**src/rtl/axis2fifo_pcm_pack_pkg.sv**
```systemverilog
// Shared definitions for the PCM-to-FIFO packer.
// Lane order: lane 0 (bits [DATA_WIDTH-1:0]) carries the earliest sample of a
// word and is the first one the PWM player consumes.
package axis2fifo_pcm_pack_pkg;

    localparam int DEF_IN_WIDTH        = 16;
    localparam int DEF_DATA_WIDTH      = 8;
    localparam int DEF_FIFO_DATA_WIDTH = 32;

    // Offset-binary code for silence: 1 << (w-1)
    function automatic int unsigned midscale_of(input int unsigned w);
        return 32'd1 << (w - 1);
    endfunction

    // Width of a lane index for a word holding spw samples (at least 1 bit)
    function automatic int lane_width(input int spw);
        return (spw > 1) ? $clog2(spw) : 1;
    endfunction

endpackage

```
**src/rtl/axis2fifo_pcm_pack_pcm_to_offset.sv**
```systemverilog
// Combinational conversion of one signed PCM sample to unsigned offset-binary:
// round half-up at the truncation point, saturate at the positive rail, then
// keep the top DATA_WIDTH bits with the sign bit inverted.
module pcm_to_offset #(
    parameter int IN_WIDTH   = 16,
    parameter int DATA_WIDTH = 8
) (
    input  logic [IN_WIDTH-1:0]   x,
    output logic [DATA_WIDTH-1:0] y
);

    localparam logic [IN_WIDTH:0] ROUND = (IN_WIDTH+1)'(1) << (IN_WIDTH - DATA_WIDTH - 1);

    logic [IN_WIDTH:0]   r;
    logic                sat;
    logic [IN_WIDTH-1:0] rs;
    logic                unused_low;

    // Sign-extend, add half an output LSB; only a non-negative sum that spilled
    // into bit IN_WIDTH-1 can exceed the positive rail.
    always_comb begin
        r          = {x[IN_WIDTH-1], x} + ROUND;
        sat        = ~r[IN_WIDTH] & r[IN_WIDTH-1];
        rs         = sat ? {1'b0, {(IN_WIDTH-1){1'b1}}} : r[IN_WIDTH-1:0];
        y          = {~rs[IN_WIDTH-1], rs[IN_WIDTH-2 -: DATA_WIDTH-1]};
        unused_low = ^rs[IN_WIDTH-DATA_WIDTH-1:0];
    end

endmodule

```
**src/rtl/axis2fifo_pcm_pack.sv**
```systemverilog
// AXI-Stream PCM sample packer feeding the playback FIFO write port.
// Samples are converted, packed lane 0 first into FIFO words, and a word is
// closed early (padded with midscale) when tlast arrives.
//
// Stream handshake: a sample transfers on a rising clk edge where
// s_axis_tvalid & s_axis_tready are both high; tready depends only on reset,
// the registered pending flag and fifo_full, never on tvalid.
module axis2fifo_pcm_pack
    import axis2fifo_pcm_pack_pkg::*;
#(
    parameter int IN_WIDTH        = DEF_IN_WIDTH,
    parameter int DATA_WIDTH      = DEF_DATA_WIDTH,
    parameter int FIFO_DATA_WIDTH = DEF_FIFO_DATA_WIDTH
) (
    input  logic                       clk,
    input  logic                       reset,
    input  logic [IN_WIDTH-1:0]        s_axis_tdata,
    input  logic                       s_axis_tvalid,
    output logic                       s_axis_tready,
    input  logic                       s_axis_tlast,
    output logic [FIFO_DATA_WIDTH-1:0] fifo_wr_data,
    output logic                       fifo_wr_en,
    input  logic                       fifo_full,
    output logic                       flush_pulse
);

    localparam int SPW    = FIFO_DATA_WIDTH / DATA_WIDTH;
    localparam int LANE_W = lane_width(SPW);
    localparam logic [DATA_WIDTH-1:0]      MIDSCALE = DATA_WIDTH'(midscale_of(DATA_WIDTH));
    localparam logic [FIFO_DATA_WIDTH-1:0] MID_WORD = {SPW{MIDSCALE}};
    localparam logic [LANE_W-1:0]          LAST_LANE = LANE_W'(SPW - 1);

    logic [LANE_W-1:0]          lane;
    logic [FIFO_DATA_WIDTH-1:0] pack_reg;
    logic [FIFO_DATA_WIDTH-1:0] out_reg;
    logic                       pending;
    logic                       out_flush;

    logic [DATA_WIDTH-1:0]      y;
    logic [FIFO_DATA_WIDTH-1:0] word_next;
    logic                       accept;
    logic                       complete;
    logic                       write;

    pcm_to_offset #(
        .IN_WIDTH  (IN_WIDTH),
        .DATA_WIDTH(DATA_WIDTH)
    ) u_conv (
        .x(s_axis_tdata),
        .y(y)
    );

    // Handshake and write strobe; a stall only happens while a word waits on a full FIFO
    always_comb begin
        s_axis_tready = ~reset & ~(pending & fifo_full);
        accept        = s_axis_tvalid & s_axis_tready;
        complete      = accept & ((lane == LAST_LANE) | s_axis_tlast);
        write         = pending & ~fifo_full;
        fifo_wr_en    = write;
        fifo_wr_data  = out_reg;
        flush_pulse   = write & out_flush;
    end

    // Pack register with the incoming sample dropped into the current lane;
    // lanes above it still hold midscale from the last reload.
    always_comb begin
        word_next = pack_reg;
        for (int i = 0; i < SPW; i++) begin
            if (lane == LANE_W'(i)) begin
                word_next[i*DATA_WIDTH +: DATA_WIDTH] = y;
            end
        end
    end

    // Lane counter and pack register: advance per sample, reload on word completion
    always_ff @(posedge clk or posedge reset) begin
        if (reset) begin
            lane     <= '0;
            pack_reg <= MID_WORD;
        end else if (accept) begin
            if (complete) begin
                lane     <= '0;
                pack_reg <= MID_WORD;
            end else begin
                lane     <= lane + LANE_W'(1);
                pack_reg <= word_next;
            end
        end
    end

    // Output register and pending flag; a completion in a write cycle refills it at once
    always_ff @(posedge clk or posedge reset) begin
        if (reset) begin
            out_reg   <= '0;
            pending   <= 1'b0;
            out_flush <= 1'b0;
        end else if (complete) begin
            out_reg   <= word_next;
            pending   <= 1'b1;
            out_flush <= s_axis_tlast & (lane != LAST_LANE);
        end else if (write) begin
            pending   <= 1'b0;
        end
    end

endmodule

```
**config.mk**
```make
export PLATFORM = sky130hd
export DESIGN_NAME = axis2fifo_pcm_pack
export DESIGN_NICKNAME = d
export VERILOG_FILES = /design/src/rtl/axis2fifo_pcm_pack_pkg.sv /design/src/rtl/axis2fifo_pcm_pack_pcm_to_offset.sv /design/src/rtl/axis2fifo_pcm_pack.sv
export SDC_FILE = /design/constraint.sdc
export NUM_CORES = 1
export LEC_CHECK = 0
export ABC_CLOCK_PERIOD_IN_PS = 4900
export CELL_PAD_IN_SITES_DETAIL_PLACEMENT = 0
export CELL_PAD_IN_SITES_GLOBAL_PLACEMENT = 1
export CORE_MARGIN = 2
export CORE_UTILIZATION = 43
export CTS_BUF_LIST = sky130_fd_sc_hd__clkbuf_16
export CTS_CLUSTER_SIZE = 20
export DETAILED_ROUTE_END_ITERATION = 10
export GPL_TIMING_DRIVEN = 1
export PLACE_DENSITY_LB_ADDON = 0.15
export SLEW_MARGIN = 10
export SYNTH_ARGS = -nofsm -noshare
export SYNTH_HDL_FRONTEND = slang
export SYNTH_SLANG_ARGS = --single-unit
```
**constraint.sdc**
```tcl
create_clock -name clk -period 4.9 [get_ports clk]
set_input_delay 0.735 -clock clk [delete_from_list [all_inputs] [get_ports clk]]
set_output_delay 0.735 -clock clk [all_outputs]
set_load 0.02 [all_outputs]
```
Word-level counts from Yosys, hierarchy flattened
Cells that the tools add are included.
{"block": "classes", "mul": 0, "bitwise": 14, "reduce_logical": 2, "eq_ne": 4, "n_shift": 0, "muxes": 9, "div_mod_pow": 0, "addsub": 2, "n_lt_le_gt_ge": 0}
{"cell": "2-to-1 mux 32 bit", "n": 1}
{"cell": "2-to-1 mux 8 bit", "n": 4}
{"cell": "adder 16 x 9 -> 17 bit (second input constant)", "n": 1}
{"cell": "2-to-1 mux 16 bit", "n": 1}
{"cell": "AND 1 bit", "n": 8}
{"cell": "NOT 1 bit", "n": 5}
{"cell": "equality test 2 bit (second input constant)", "n": 2}
{"cell": "adder 2 x 1 -> 2 bit (second input constant)", "n": 1}
{"cell": "equality test 2 x 1 -> 1 bit (second input constant)", "n": 1}
{"cell": "zero test 2 bit", "n": 1}
{"cell": "2-to-1 mux 1 bit", "n": 2}
{"cell": "2-to-1 mux 2 bit", "n": 1}
{"cell": "!= test 2 bit (second input constant)", "n": 1}
{"cell": "nonzero test 2 bit", "n": 1}
{"cell": "bitwise OR 1 bit", "n": 1}
{"block": "totals", "rom_bits": 0, "mem_count": 0, "latch_bits": 0, "wordCells": 36, "out_inout_bits": 35, "regBits": 68, "ram_bits": 0}

Longest topological paths before layout
{"block": "depth", "ltp_word": 7, "mapped_depth": 8, "depth_no_buf": 6}

Cells and area by module
Synthesis repeated with hierarchy kept, for this count alone.
{"block": "hier_totals", "hier_cells": 243, "area_unflattened_um2": 3365.7}
{"mod": "axis2fifo_pcm_pack", "area_each_um2": 3129.3, "n_inst": 1, "cells_each": 211}
{"mod": "pcm_to_offset", "area_each_um2": 236.5, "n_inst": 1, "cells_each": 32}

Worst setup path before layout
No wires, ideal clock.
{"block": "synth_path", "kind": "input-to-output", "startpoint": "in fifo_full", "endpoint": "out flush_pulse", "t_required_ns": 4.165, "path_buffers": 0, "path_slack_ns": 2.802, "path_stages": 2, "t_arrival_ns": 1.363, "cell_sequence": "nor2b_1 and2_1"}
{"block": "synth_via", "elab_chain_cells": 3}
{"item": "start: declaration", "line": "axis2fifo_pcm_pack.sv:23", "text": "input logic fifo_full,"}
{"item": "NOT 1 bit", "line": "axis2fifo_pcm_pack.sv:58", "text": "write = pending & ~fifo_full;"}
{"item": "AND 1 bit", "line": "axis2fifo_pcm_pack.sv:58"}
{"item": "AND 1 bit", "line": "axis2fifo_pcm_pack.sv:61", "text": "flush_pulse = write & out_flush;"}
{"item": "end: declaration", "line": "axis2fifo_pcm_pack.sv:24", "text": "output logic flush_pulse"}
No other way between the ends.

Final worst setup path
{"block": "layout_path", "startpoint": "in fifo_full", "endpoint": "out s_axis_tready"}
{"block": "layout_via", "elab_chain_cells": 3}
{"item": "AND 1 bit", "line": "axis2fifo_pcm_pack.sv:55", "text": "s_axis_tready = ~reset & ~(pending & fifo_full);"}
{"item": "NOT 1 bit", "line": "axis2fifo_pcm_pack.sv:55"}
{"item": "AND 1 bit", "line": "axis2fifo_pcm_pack.sv:55"}
{"item": "end: declaration", "line": "axis2fifo_pcm_pack.sv:19", "text": "output logic s_axis_tready,"}
No other way between the ends.

==> out/results.ini <==
[cells_and_area]
layout-drive-gt1-share=0.112
fill_cells=650
finalInstanceArea_um2=4070
area_growth_pct=27.4
layout.nets=396
antennaDiodeCount=0

[global_route]
grt_pass1_vias=2562
grt_pass1_wl_mm=13.4
grt_usage=0.211
antenna_found_initial=0
grt_max_degree=42
overflow=0

[clocking]
post_cts_buffers=0
cts-hold-fix-buffers=0
post_cts_resized=0
path_clk_slew_ns=0.06
cts_max_level=3
cts_root_buf=clkbuf_16
numCtsBuffers=9
clock_path_buffers=2
clk_latency_ns=0.33
clock-sinks=68
cts_tree=yes

[synthesis]
yosysMostFrequentCell=dfrtp_1
synth_edf_count=0
yosysSeqAreaShare=0.534
synth_seq_cells=68
async_flop_share=1.00
yosysWarnings=0
synth_top_area_share=0.501
synth.distinct_cells=46
synth-main-ff-cell=dfrtp_1
synth_area_um2=3200
syn-num-nets=349
yosysTopAreaCell=dfrtp_1
avgSynthCellArea_um2=9.90
synthCells=323
synthTopCellsByArea=dfrtp_1 50%, a21oi_1 5.8%, nand2_1 3.9%, dfstp_2 3.3%, nand3_1 3.1%
synthTopCellsByCount=64 x dfrtp_1, 37 x a21oi_1, 33 x nand2_1

[critical_path]
path_cells=clkdlybuf4s50_1 -> a21o_2 -> clkinv_4 -> clkdlybuf4s50_1
arrival_ns=2.15
slowest_stage=clkdlybuf4s50_1
crit_path_max_incr_delay_ns=0.60
ff2ff_path_depth=7
worstSetupStartpointType=primary input
crit_top_cell=clkdlybuf4s50_1
r2r_start=lane[0]
r2r_slack_ns=2.16
crit_required_ns=4.16
crit_start=fifo_full
r2r-end=fifo_wr_data[28]
cp_max_fo=7
cp-end-kind=output pin
worst-setup-path-type=in -> out

[timing]
setup-tns-final_ns=0
min_period_ns=2.89
fin_crit_sh=0.590
final-max-slew-violation-count=0
fmax_mhz=346
setup_slack_ns=2.01
finClkSkew_ns=0.00650
final_hold_viol_count=0
maxSlewHeadroom=0.303
rsz0062_at_grt=no
tightest_slew_ns=1.04
setup_violations=0

[place]
dp_slack_ns=1.81
placed_area_um2=3750
hpwlAfterDp_mm=5.56
port_buffers=48
gp_congestion=0.820

[power_and_ir_drop]
p_leak_nw=1.69
ir_drop_uv=272
p_total_w=0.00197
p_per_area_nw_per_um2=484

[hold_path]
hp-class=reg -> reg
holdPathEnd=fifo_wr_data[8]
hold_depth=2
min-delay-start=fifo_wr_data[8]

[die]
ios=56
fp.dieH_um=90.2
rows=31
die_w_um=90.2
start_util=0.443
core-area_um2=7210
dieArea_um2=8140

[routing]
drtIter0Drc=136
routedWlPerCell_um=17.3
drc=0
vias=2654
avgViaCountPerCell=5.60
ant_nets=0
dr.pass1.iters=4
wl_mm=8.19

[status]
outcome=completed

[flow_run]
cap_violations=0

layout by cell type, fill, tap and decap left out, types with 3 or more instances in the layout:
cell type        count
and2_1               9
nand3_1             20
a211oi_1             3
a22o_1               3
nor2_1              24
clkdlybuf4s50_1     48
o21ai_2              3
nand2_1             33
nor3_1               9
a21oi_1             37
a32o_1               6
inv_1               11
dfstp_2              4
dfrtp_1             64
buf_4                4
nor2b_1              3
ha_1                 5
o211ai_1            12
clkbuf_16            9
o2bb2ai_1            8
o21ai_0             18
clkinvlp_4           3
cell families after synthesis:
family | Yosys count | share of synthesized area
flip-flops | 68 | 0.534
multiplexers | 2 | 0.00626
AO/OA/AOI/OAI | 103 | 0.215
adder cells (fa/ha/maj) | 5 | 0.0196
XOR/XNOR | 1 | 0.00274
AND/OR/NAND/NOR | 115 | 0.178
buffers and inverters | 29 | 0.0450
per-layer routing:
| metal | track usage | part of all wire | vias to the layer above |
|---|---|---|---|
| li1 | - | - | 1272 |
| met1 | 0.308 | 0.49 | 1310 |
| met2 | 0.319 | 0.45 | 66 |
| met3 | 0.0444 | 0.045 | 6 |
| met4 | 0.0628 | 0.0090 | 0 |
| met5 | 0 | 0 | - |
worst max-delay path by stage:
stage / end / slack [ns]
after global placement: pack_reg[21] / 1.82
after global routing: fifo_wr_data[28] / 1.89
after detailed placement: pack_reg[21] / 1.81
after floorplan: fifo_wr_data[0] / 2.46
after CTS: s_axis_tready / 2.00
final: s_axis_tready / 2.01
metrics by stage:
stage / hold slack (ns) / utilization / cells
final: 0.482 / 0.565 / 474
after global routing: 0.500 / 0.565 / 474
after CTS: 0.483 / 0.565 / 474
after detailed placement: 0.470 / 0.519 / 458
after global placement: 0.462 / 0.519 / 458
after floorplan: 0.445 / - / 323
layout make-up:
type / count / area [um^2] / share of cell area
inverter: 13 / 53.8 / 0.0132
tap: 99 / 124 / 0.0304
timing repair buffer: 52 / 510 / 0.125
multi-input combinational: 226 / 1350 / 0.332
clock inverter: 7 / 100 / 0.0246
clock buffer: 9 / 225 / 0.0553
sequential: 68 / 1710 / 0.419
critical path, delay by kind of cell:
| kind | cells | cell delay [ns] |
|---|---|---|
| compound gates | 1 | 0.29 |
| buf+inv | 3 | 1.12 |
power breakdown:
group	leakage, nW	switching [W]	total, W	internal, W
Clock	0.148	0.000251	0.000699	0.000448
Sequential	0.857	0.0000618	0.000738	0.000676
Combinational	0.688	0.000308	0.000536	0.000228
Note: power is estimated with default switching activity, not from simulation.
==> edit 1 (same settings) <==
The package constant `DEF_DATA_WIDTH` goes from 8 to 9.
--- a/src/rtl/axis2fifo_pcm_pack_pkg.sv
+++ b/src/rtl/axis2fifo_pcm_pack_pkg.sv
@@ -4,7 +4,7 @@
 package axis2fifo_pcm_pack_pkg;
 
     localparam int DEF_IN_WIDTH        = 16;
-    localparam int DEF_DATA_WIDTH      = 8;
+    localparam int DEF_DATA_WIDTH      = 9;
     localparam int DEF_FIFO_DATA_WIDTH = 32;
 
     // Offset-binary code for silence: 1 << (w-1)
Behaviour: not the same (Yosys sat finds a counterexample within 4 cycles, from zero or initial values and one cycle with reset high).
==> edit 1 against the original RTL <==
Core utilization is 0.78 points higher. Sequential cell count down 10. Clock power shrank 16%. Design area fell by 16%. Routed wire length down 21%. Area after synthesis shrank 16%. Worst setup slack better by 13 ps. Power shrank 11%. Critical endpoint unchanged. Largest cell class unchanged. Highest routed layer unchanged.
==> edit 1: results (changes against the original RTL) <==
* outcome: complete, no violations, unchanged
* latest clock arrival within the worst-skew pair: 320 ps
* filler cell count in the final layout: 537, was 650
* Peak VDD IR: 0.260 mV, was 0.272 mV
* final-layout worst hold slack: 461 ps, was 482 ps
* clock slew seen by the registers of the worst setup and hold paths: 50 ps
* Synth Warn #: 0, unchanged
* placer's final routability congestion estimate: 0.860, was 0.820
* root buf cell: clkbuf_16, unchanged
* number of enable-type register cells in the synthesized netlist: 0, unchanged
* cells taking the most area after synthesis: dfrtp_1 (51%), nand3_1 (5.4%), o211ai_1 (5.3%), o2bb2ai_1 (5.2%), nand2_1 (3.5%), was dfrtp_1 (50%), a21oi_1 (5.8%), nand2_1 (3.9%), dfstp_2 (3.3%), nand3_1 (3.1%)
* R2R depth: 6, was 7
* detailed-router iteration count before antenna repair: 4, unchanged
* placed wire-length estimate: 4200 um, was 5560 um
* Routed Wire Length: 6430 um, was 8190 um
* HP Start: pack_reg[8], was fifo_wr_data[8]
* cell leakage power: 0.00148 uW, was 0.00169 uW
* CP arrival: 2140 ps
* NumNets Final: 328, was 396
* type of the tightest min-delay check: flop to flop, unchanged
* async set-or-reset flop fraction in the synthesized netlist: 1.00, unchanged
* clk_skew: 7.05 ps, was 6.50 ps
* Commonest cells post-synth: dfrtp_1 (55), nand3_1 (29), nand2_1 (25), was dfrtp_1 (64), a21oi_1 (37), nand2_1 (33)
* Reg2Reg Capture Point: fifo_wr_data[2], was fifo_wr_data[28]
* max cap viols: 0, unchanged
* wire length of the first global-routing pass: 11200 um, was 13400 um
* Inserted Diodes: 0, unchanged
* highest cell delay on the worst timing path: 670 ps, was 600 ps
* Crit Reg-Reg Startpoint: lane[0], unchanged
* slack of the worst reg-to-reg path: 2720 ps, was 2160 ps
* count of different cell masters after synthesis: 40, was 46
* CP Max Fanout: 4, was 7
* starting DRC count in detailed routing: 122, was 136
* number of gates resized after cts: 0, unchanged
* Worst Hold Path Cells: 2, unchanged
* Max Root-Sink Buffers: 2, unchanged
* slowest cell on the critical path: clkdlybuf4s50_1, unchanged
* post-CTS setup buffer count: 0, unchanged
* number of antenna violations at the first check in global routing: 0, unchanged
* most used flip-flop cell after synthesis: dfrtp_1, unchanged
* vias in the first global route: 2207, was 2562
* aggregate global-route resource usage: 0.204, was 0.211
* fraction of layout instances using a drive strength above 1: 0.0684, was 0.112
* buffers added on ports: 44, was 48
* pin count of the biggest net entering global routing: 40, was 42
* H-tree depth: 3, unchanged
* hold-critical path endpoint: pack_reg[8], was fifo_wr_data[8]
* tightest slew margin relative to the limit: 0.400, was 0.303
* sequential share of the synthesized area: 0.543, was 0.534
* via density per instance: 5.69, was 5.60
==> edit 1: changes by cell type in the layout (fill, tap and decap cells not counted), sizes merged, moves of 8 or more <==
cell | unedited run | this run
nor3 | 11 | 0
nor2 | 26 | 9
a21oi | 37 | 14
o2bb2ai | 8 | 16
nand3 | 21 | 29
dfrtp | 64 | 55
==> edit 1: kinds of logic (layout without fill, tap and decap cells) <==
logic type,after synthesis,count (layout),synth area share
adder cells (fa/ha/maj),4,4,0.0187
AO/OA/AOI/OAI,74,74,0.190
AND/OR/NAND/NOR,89,89,0.171
multiplexers,4,4,0.0150
XOR/XNOR,2,2,0.00654
flip-flops,58,58,0.543
buffers and inverters,26,71,0.0547
other,1,5,0.00140
==> edit 1: per-stage QoR <==
stage	cells	worst slack, ps	utilization	area (um^2)	power, uW
6_report	382	2020	0.572	3410	1750
3_5_place_dp	367	2030	0.526	3130	1170
2_1_floorplan	262	2740	-	2690	948
5_1_grt	382	1970	0.572	3410	1840
4_1_cts	382	2030	0.572	3410	1760
3_3_place_gp	367	2050	0.526	3130	1160
==> edit 1: routing by layer <==
layer,global-route usage,vias up,wire (um)
met3,0.0487,9,278
met1,0.278,1082,3060
met4,0.0790,0,73
met2,0.315,57,3020
met5,0,-,0
li1,-,1024,-
==> edit 1: how the worst max path moves through the flow <==
stage / start / to / slack, ps
CTS: fifo_full / s_axis_tready / 2030
global placement: fifo_full / s_axis_tready / 2050
detailed placement: fifo_full / s_axis_tready / 2030
global route: fifo_full / s_axis_tready / 1970
finish: fifo_full / s_axis_tready / 2020
floorplan: reset / fifo_wr_data[0] / 2740
==> edit 1: final cells by class <==
type,instances,area share
well taps,75,0.0275
multi-input cells,178,0.320
clock buffers,9,0.0661
repair buffers,46,0.134
clock inverters,6,0.0147
flip-flops and latches,58,0.427
inverters,10,0.0110
==> edit 1: worst max-delay path: cells and delay by family <==
| family | cells | cell delay, ps |
|---|---|---|
| buffers and inverters | 2 | 1100 |
| AO/OA/AOI/OAI | 1 | 300 |
==> edit 1: power by group <==
part / internal [uW] / leakage, uW / switching, uW
Combinational: 222 / 0.000587 / 279
Clock: 382 / 0.000139 / 206
Sequential: 595 / 0.000758 / 61.3
Total: 1200 / 0.00148 / 547
==> edit 2 (same settings) <==
Made on the original files. Make the reset (`reset`) synchronous in 2 clocked blocks.
--- a/src/rtl/axis2fifo_pcm_pack.sv
+++ b/src/rtl/axis2fifo_pcm_pack.sv
@@ -73,7 +73,7 @@
     end
 
     // Lane counter and pack register: advance per sample, reload on word completion
-    always_ff @(posedge clk or posedge reset) begin
+    always_ff @(posedge clk) begin
         if (reset) begin
             lane     <= '0;
             pack_reg <= MID_WORD;
@@ -89,7 +89,7 @@
     end
 
     // Output register and pending flag; a completion in a write cycle refills it at once
-    always_ff @(posedge clk or posedge reset) begin
+    always_ff @(posedge clk) begin
         if (reset) begin
             out_reg   <= '0;
             pending   <= 1'b0;
Function: differs if reset is asserted again (counterexample within 4 cycles, from zero or initial values and one cycle with reset high); with reset held inactive, the same outputs for 10 cycles.
==> edit 2 against the original RTL <==
Highest routed layer unchanged. Critical path type unchanged. Sequential cell count unchanged. Routed wire length increased by 5.9%. Area after synthesis decreased by 4.5%. First-iteration DRC count increased by 2.9%. Sequential share of layout area is 6.9 points lower. Worst setup slack improved by 13 ps. Design area fell by 4.5%.
Power is not compared: it rests on default switching activity, and its combinational part moved more than twofold at a synthesized area within 25%.
==> edit 2: results (changes against the original RTL) <==
* placer's final routability congestion estimate: 0.821, was 0.820
* async set-or-reset flop fraction in the synthesized netlist: 0, was 1.00
* final-layout worst hold slack: 449 ps, was 482 ps
* starting DRC count in detailed routing: 140, was 136
* post-synthesis xor/xnor area fraction: 0.00819, was 0.00274
* number of vias in the routed layout: 2791, was 2654
* outcome: complete, no violations, unchanged
* multiplexer share of the synthesized area: 0, was 0.00626
* count of different cell masters after synthesis: 53, was 46
* slack of the worst reg-to-reg path: 2510 ps, was 2160 ps
* aggregate global-route resource usage: 0.232, was 0.211
* wire length of the first global-routing pass: 13700 um, was 13400 um
* post-synth net total: 357, was 349
* clock slew seen by the registers of the worst setup and hold paths: 60 ps, about the same
* syn_area_per_cell: 9.23 um^2, was 9.90 um^2
* detailed-router iteration count before antenna repair: 5, was 4
* CP Max Fanout: 5, was 7
* placed wire-length estimate: 5810 um, was 5560 um
* buffers added on ports: 48, unchanged
* Commonest cells post-synth: dfxtp_1 (68), nor2_1 (34), nand2_1 (25), was dfrtp_1 (64), a21oi_1 (37), nand2_1 (33)
* fraction of layout instances using a drive strength above 1: 0.0899, was 0.112
* tightest slew margin relative to the limit: 0.419, was 0.303
* pin count of the biggest net entering global routing: 28, was 42
* cells taking the most area after synthesis: dfxtp_1 (45%), o2bb2ai_1 (5.2%), nor2_1 (4.2%), a21oi_1 (3.8%), a311oi_1 (3.4%), was dfrtp_1 (50%), a21oi_1 (5.8%), nand2_1 (3.9%), dfstp_2 (3.3%), nand3_1 (3.1%)
* Inserted Diodes: 0, unchanged
* vias in the first global route: 2591, was 2562
* Synth Area in Compound Gates: 0.293, was 0.215
edit 2: worst paths after layout:
check / cells after the start / end / startpoint
max reg2reg: 6 / fifo_wr_data[11] / lane[0]
min: 1 / pack_reg[31] / pack_reg[31]
min reg2reg: 1 / pack_reg[31] / pack_reg[31]
max: 4 / flush_pulse / fifo_full
edit 2: routing by layer:
layer / routed length [um] / track usage
met1: 4010 / 0.315
met2: 3980 / 0.362
met3: 514 / 0.0476
met4: 172 / 0.0964
met5: 0 / 0
edit 2: critical path: stages:
cell	delay (ps)
clkdlybuf4s50_1	480
nor2b_1	190
and2_1	140
clkdlybuf4s50_1	590
edit 2: kinds of logic after synthesis:
group	Yosys count
simple gates	108
fa+ha+maj	5
buf+inv	32
xor+xnor	2
flops	68
compound gates	116
edit 2: stage by stage:
stage / worst slack [ps] / instance area (um^2)
2_1_floorplan: 2720 / 3050
3_3_place_gp: 1920 / 3570
3_5_place_dp: 1880 / 3570
4_1_cts: 2010 / 3890
5_1_grt: 1920 / 3890
6_report: 2020 / 3890
edit 2: layout make-up:
type / instances / area [um^2]
multi-input cells: 231 / 1540
flip-flops and latches: 68 / 1360
repair buffers: 51 / 503
fillers: 637 / 2940
clock buffers: 9 / 225
well taps: 96 / 120
inverters: 12 / 45.0
clock inverters: 7 / 90.1
edit 2: where the power goes:
| part | total (uW) | switching, uW | internal, uW | leakage, uW |
|---|---|---|---|---|
| Sequential | 578 | 8.62 | 569 | 0.000552 |
| Clock | 682 | 239 | 443 | 0.000153 |
| Combinational | 156 | 98.2 | 57.4 | 0.000636 |
| Total | 1420 | 346 | 1070 | 0.00134 |
